**src/rtl/text_ram_arbiter.sv**
```systemverilog
// ---------------------------------------------------------------------------
// text_ram_arbiter
//   Shares one single-port synchronous text RAM between the display scan-out
//   fetch path and a host port. The display has absolute priority. The host
//   is served from a one-entry holding register in cycles the display leaves
//   idle. All RAM control outputs are registered.
//
//   Optional feature macro: TEXT_ARB_HOST_READ_EN
//     defined   - host reads are supported (host_we_i selects read/write)
//     undefined - every host transaction is a write, host read outputs are 0
//
// Ports
//   clk_i, rst_ni          pixel clock, asynchronous active-low reset
//   disp_req_i/addr_i      display fetch request, one per cycle
//   disp_rvalid_o/rdata_o  display read data, 3 cycles after the request
//   host_valid_i/ready_o   host handshake (transfer on valid && ready)
//   host_we_i/addr_i/wdata_i  host transaction fields
//   host_rvalid_o/rdata_o  host read data, 3 cycles after issue
//   host_err_o             pulse when an out-of-range host transaction issues
//   mem_en_o/we_o/addr_o/wdata_o  registered RAM controls
//   mem_rdata_i            RAM read data, valid one cycle after a read enable
// ---------------------------------------------------------------------------
module text_ram_arbiter #(
    parameter int ADDR_W = 12,
    parameter int DATA_W = 8,
    parameter int DEPTH  = 2400
) (
    input  logic              clk_i,
    input  logic              rst_ni,
    input  logic              disp_req_i,
    input  logic [ADDR_W-1:0] disp_addr_i,
    output logic              disp_rvalid_o,
    output logic [DATA_W-1:0] disp_rdata_o,
    input  logic              host_valid_i,
    output logic              host_ready_o,
    input  logic              host_we_i,
    input  logic [ADDR_W-1:0] host_addr_i,
    input  logic [DATA_W-1:0] host_wdata_i,
    output logic              host_rvalid_o,
    output logic [DATA_W-1:0] host_rdata_o,
    output logic              host_err_o,
    output logic              mem_en_o,
    output logic              mem_we_o,
    output logic [ADDR_W-1:0] mem_addr_o,
    output logic [DATA_W-1:0] mem_wdata_o,
    input  logic [DATA_W-1:0] mem_rdata_i
);

    localparam logic [ADDR_W:0] LIMIT = (ADDR_W+1)'(DEPTH);

    // Slot owner/kind tag travelling alongside each RAM access. oor marks a
    // slot that was consumed without touching the RAM; its read data is 0.
    typedef struct packed {
        logic disp;
`ifdef TEXT_ARB_HOST_READ_EN
        logic host;
`endif
        logic oor;
    } tag_t;

    // Host holding register
    logic              hold_q;
    logic [ADDR_W-1:0] hold_addr_q;
    logic [DATA_W-1:0] hold_wdata_q;
    logic              hold_wr;

    // RAM control registers
    logic              mem_en_q, mem_en_d;
    logic              mem_we_q, mem_we_d;
    logic [ADDR_W-1:0] mem_addr_q, mem_addr_d;
    logic [DATA_W-1:0] mem_wdata_q, mem_wdata_d;

    tag_t              tag_d;
    tag_t [1:0]        tag_q;   // [0]: RAM command cycle, [1]: RAM data cycle

    logic              err_d, host_err_q;
    logic              disp_rvalid_q;
    logic [DATA_W-1:0] disp_rdata_q;

    logic accept, host_issue, disp_in_range, host_in_range;

    assign accept        = host_valid_i & ~hold_q;
    assign host_issue    = hold_q & ~disp_req_i;
    assign disp_in_range = {1'b0, disp_addr_i} < LIMIT;
    assign host_in_range = {1'b0, hold_addr_q} < LIMIT;

`ifdef TEXT_ARB_HOST_READ_EN
    logic hold_we_q;
    assign hold_wr = hold_we_q;
`else
    // Host reads are compiled out: host_we_i has no effect.
    logic unused_we;
    assign unused_we = host_we_i;
    assign hold_wr   = 1'b1;
`endif

    // Slot arbitration: display first, then the held host transaction.
    always_comb begin
        mem_en_d    = 1'b0;
        mem_we_d    = 1'b0;
        mem_addr_d  = mem_addr_q;
        mem_wdata_d = mem_wdata_q;
        tag_d       = '0;
        err_d       = 1'b0;
        if (disp_req_i) begin
            tag_d.disp = 1'b1;
            tag_d.oor  = ~disp_in_range;
            if (disp_in_range) begin
                mem_en_d   = 1'b1;
                mem_addr_d = disp_addr_i;
            end
        end else if (hold_q) begin
`ifdef TEXT_ARB_HOST_READ_EN
            tag_d.host = ~hold_wr;
`endif
            tag_d.oor  = ~host_in_range;
            if (host_in_range) begin
                mem_en_d    = 1'b1;
                mem_we_d    = hold_wr;
                mem_addr_d  = hold_addr_q;
                mem_wdata_d = hold_wdata_q;
            end else begin
                err_d = 1'b1;
            end
        end
    end

    always_ff @(posedge clk_i or negedge rst_ni) begin
        if (!rst_ni) begin
            hold_q        <= 1'b0;
            hold_addr_q   <= '0;
            hold_wdata_q  <= '0;
            mem_en_q      <= 1'b0;
            mem_we_q      <= 1'b0;
            mem_addr_q    <= '0;
            mem_wdata_q   <= '0;
            tag_q         <= '0;
            host_err_q    <= 1'b0;
            disp_rvalid_q <= 1'b0;
            disp_rdata_q  <= '0;
        end else begin
            // accept and issue are mutually exclusive (accept needs !hold_q)
            if (accept) begin
                hold_q       <= 1'b1;
                hold_addr_q  <= host_addr_i;
                hold_wdata_q <= host_wdata_i;
            end else if (host_issue) begin
                hold_q <= 1'b0;
            end
            mem_en_q      <= mem_en_d;
            mem_we_q      <= mem_we_d;
            mem_addr_q    <= mem_addr_d;
            mem_wdata_q   <= mem_wdata_d;
            tag_q         <= {tag_q[0], tag_d};
            host_err_q    <= err_d;
            disp_rvalid_q <= tag_q[1].disp;
            if (tag_q[1].disp)
                disp_rdata_q <= tag_q[1].oor ? '0 : mem_rdata_i;
        end
    end

`ifdef TEXT_ARB_HOST_READ_EN
    logic              host_rvalid_q;
    logic [DATA_W-1:0] host_rdata_q;

    always_ff @(posedge clk_i or negedge rst_ni) begin
        if (!rst_ni) begin
            hold_we_q     <= 1'b0;
            host_rvalid_q <= 1'b0;
            host_rdata_q  <= '0;
        end else begin
            if (accept)
                hold_we_q <= host_we_i;
            host_rvalid_q <= tag_q[1].host;
            if (tag_q[1].host)
                host_rdata_q <= tag_q[1].oor ? '0 : mem_rdata_i;
        end
    end

    assign host_rvalid_o = host_rvalid_q;
    assign host_rdata_o  = host_rdata_q;
`else
    assign host_rvalid_o = 1'b0;
    assign host_rdata_o  = '0;
`endif

    assign host_ready_o  = ~hold_q;
    assign host_err_o    = host_err_q;
    assign disp_rvalid_o = disp_rvalid_q;
    assign disp_rdata_o  = disp_rdata_q;
    assign mem_en_o      = mem_en_q;
    assign mem_we_o      = mem_we_q;
    assign mem_addr_o    = mem_addr_q;
    assign mem_wdata_o   = mem_wdata_q;

endmodule

```
**config.mk**
```make
export PLATFORM = sky130hd
export DESIGN_NAME = text_ram_arbiter
export DESIGN_NICKNAME = d
export VERILOG_FILES = /design/src/rtl/text_ram_arbiter.sv
export SDC_FILE = /design/constraint.sdc
export NUM_CORES = 1
export LEC_CHECK = 0
export BUFFER_PORTS_ARGS = -buffer_cell sky130_fd_sc_hd__buf_2
export CAP_MARGIN = 20
export CELL_PAD_IN_SITES_DETAIL_PLACEMENT = 0
export CELL_PAD_IN_SITES_GLOBAL_PLACEMENT = 2
export CORE_MARGIN = 4
export CORE_UTILIZATION = 31
export DETAILED_ROUTE_END_ITERATION = 6
export PLACE_DENSITY_LB_ADDON = 0.1
export SLEW_MARGIN = 20
export SYNTH_ARGS = -nofsm -noshare
export SYNTH_HDL_FRONTEND = slang
export SYNTH_SLANG_ARGS = --single-unit
export TNS_END_PERCENT = 10
```
**constraint.sdc**
```tcl
create_clock -name clk_i -period 1.4 [get_ports clk_i]
set_input_delay 0.28 -clock clk_i [delete_from_list [all_inputs] [get_ports clk_i]]
set_output_delay 0.28 -clock clk_i [all_outputs]
set_load 0.02 [all_outputs]
```
==> impl_metrics.ini <==
[run_status]
status = complete, no violations

[global_route]
track_usage = 0.126
grt_pass1_vias = 1686
grt_antenna_before_repair = 0
grt_pass1_wl_mm = 8.50
grt_overflow = 0
grt_max_degree = 58

[flow_run]
maxCapViolCount = 0

[yosys]
synth_most_common_cell = dfrtp_1
synth_top_area_share = 0.602
synth_cell_types = 25
synth_area_leader_cell = dfrtp_1
synth.avg_cell_area_um2 = 13.5
synth_seq_cells = 57
ys_seq_area_frac = 0.602
synth-async-reset-ratio = 1.00
synthCells = 176
yosysWarningCount = 0
synth_commonest_cells = dfrtp_1 (57), mux2_2 (19), buf_4 (12), inv_1 (12), o21a_1 (12)
netlist_area_um2 = 2370
synth_area_leaders = dfrtp_1 (60%), mux2_2 (9.0%), mux2_4 (5.1%)
synth_ff_type = dfrtp_1
synth-edff-count = 0

[clock_network]
clkSlewWorstSetupHoldPaths_ns = 0.07
cts_buffers = 9
h-tree-depth = 3
clock_path_buffers = 2
clockRootBuffer = clkbuf_8
insertion_delay_ns = 0.33
cts_tree = built
cts_sinks = 57

[die]
die_area_um2 = 9110
coreArea_um2 = 7330
io_pins = 87
die_w_um = 95.4
num_rows = 31
start_util = 0.323
die_h_um = 95.4

[power_and_ir_drop]
p_per_area_nw_per_um2 = 1740
ir_drop_uv = 725
total_power_mw = 5.53
p_leak_nw = 1.54

[worst_setup_path]
r2r_slack_ns = 0.06
r2r_start = hold_addr_q[11]
required_ns = 1.61
worst-r2r-cell-count = 4
cp-start-kind = register
end_kind = register
timing.rr.end = mem_wdata_o[7]
endpoint = mem_wdata_o[7]
crit_fanout = 7
arrival_ns = 1.55
critPathLaunch = hold_addr_q[11]
crit_type = register to register

[placed_design]
io_buffers = 76
placed_cell_area_um2 = 2930
gp_congestion = 0.720
hpwl_mm = 3.76

[sta]
grt_setup_unrepaired = no
final_max_slew_viol_count = 0
fin_crit_ns = 1.34
fin_skew_ns = 0.00906
period_share = 0.956
setup_viol = 0
finalHoldViolCount = 0
fmax_mhz = 747

[cells_and_area]
nNetsFinal = 316
final_util = 0.434
fin_area_um2 = 3180
area_delta_synth_final_pct = 34.3
drive_above_1_share = 0.507
final.fill_count = 732
diodes = 0

[route]
drt_iter0_drc = 29
via_per_inst = 4.29
num_vias = 1608
drc_errors = 0
ant_nets = 0
drt_pass1_iterations = 4
wl_mm = 5.33
wl_per_cell_um = 14.2

[worst_hold_path]
hold_class = input port to register
## worst min path at each step
stage,startpoint,end,cells after the start
6_report,host_addr_i[8],hold_addr_q[8],3
3_5_place_dp,rst_ni,disp_rdata_o[0],2
5_1_grt,host_addr_i[8],hold_addr_q[8],3
4_1_cts,host_addr_i[8],hold_addr_q[8],3
3_3_place_gp,rst_ni,disp_rdata_o[0],2
2_1_floorplan,rst_ni,disp_rdata_o[0],0
## state kept, by name, summed over array words and instances, names as in the netlist
signal         count
mem_we_o           1
mem_en_o           1
disp_rvalid_o      1
disp_rdata_o       8
hold_q             1
host_err_o         1
mem_wdata_o        8
hold_addr_q       12
tag_q              4
hold_wdata_q       8
mem_addr_o        12
## area by class of cell
class	instances	area, um2	share of cell area
tap	99	124	0.0389
clock buffer	11	141	0.0444
timing repair buffer	92	552	0.173
sequential	57	1430	0.448
clock inverter	5	78.8	0.0248
multi-input combinational	99	816	0.256
inverter	12	45.0	0.0142
## through the flow
| step | setup WS, ns | hold slack [ns] | instances | setup TNS [ns] |
|---|---|---|---|---|
| CTS | 0.0353 | 0.148 | 375 | 0 |
| detailed placement | -0.0105 | 0.311 | 358 | -0.0783 |
| global route | 0.00478 | 0.163 | 375 | 0 |
| global placement | -0.0123 | 0.315 | 358 | -0.0832 |
| finish | 0.0615 | 0.171 | 375 | 0 |
| floorplan | 0.127 | -0.0156 | 184 | 0 |
## power by group
group	internal [mW]	switching, mW	total, mW
Combinational	0.759	0.794	1.55
Sequential	2.05	0.215	2.26
Clock	1.05	0.666	1.71
Total	3.86	1.68	5.53
## placed cells by master (no fill, tap or decap), drive strengths merged, types with 3 or more instances in the layout
cell / instances
buf: 91
dfrtp: 57
mux2: 27
inv: 12
o21a: 12
o21ai: 12
o22a: 11
clkbuf: 11
conb: 9
nand3b: 8
nand2: 5
nor2: 3
clkinv: 3
## what timing repair did
action                                  4_1_cts  5_1_grt
hold buffers                                  1        0
endpoints found under the setup margin       17       17
hold endpoints to repair                     57        0
pin swaps                                     0        2
gates resized for setup                       1        4
buffers inserted                              0        0
## cell families (layout without fill, tap and decap cells)
logic type      after synthesis  count (layout)  synth area share
other cells                   1               9           0.00158
compound gates               44              44             0.136
mux                          27              27             0.141
flops                        57              57             0.602
simple gates                 19              19            0.0470
buf+inv                      28             120            0.0729
## worst max-delay path, cell delays in order, from the launching register on
cell      delay [ns]
dfrtp_1         0.38
nand2_1         0.10
o211ai_4        0.26
buf_6           0.19
mux2_4          0.30
## metal layers
metal / GRT usage / wire (um) / up-vias
met5: 0 / 0 / -
met4: 0.0640 / 56 / 0
met3: 0.0576 / 533 / 6
met2: 0.174 / 2290 / 61
met1: 0.165 / 2450 / 754
li1: - / - / 787
Note: power is estimated with default switching activity, not from simulation.
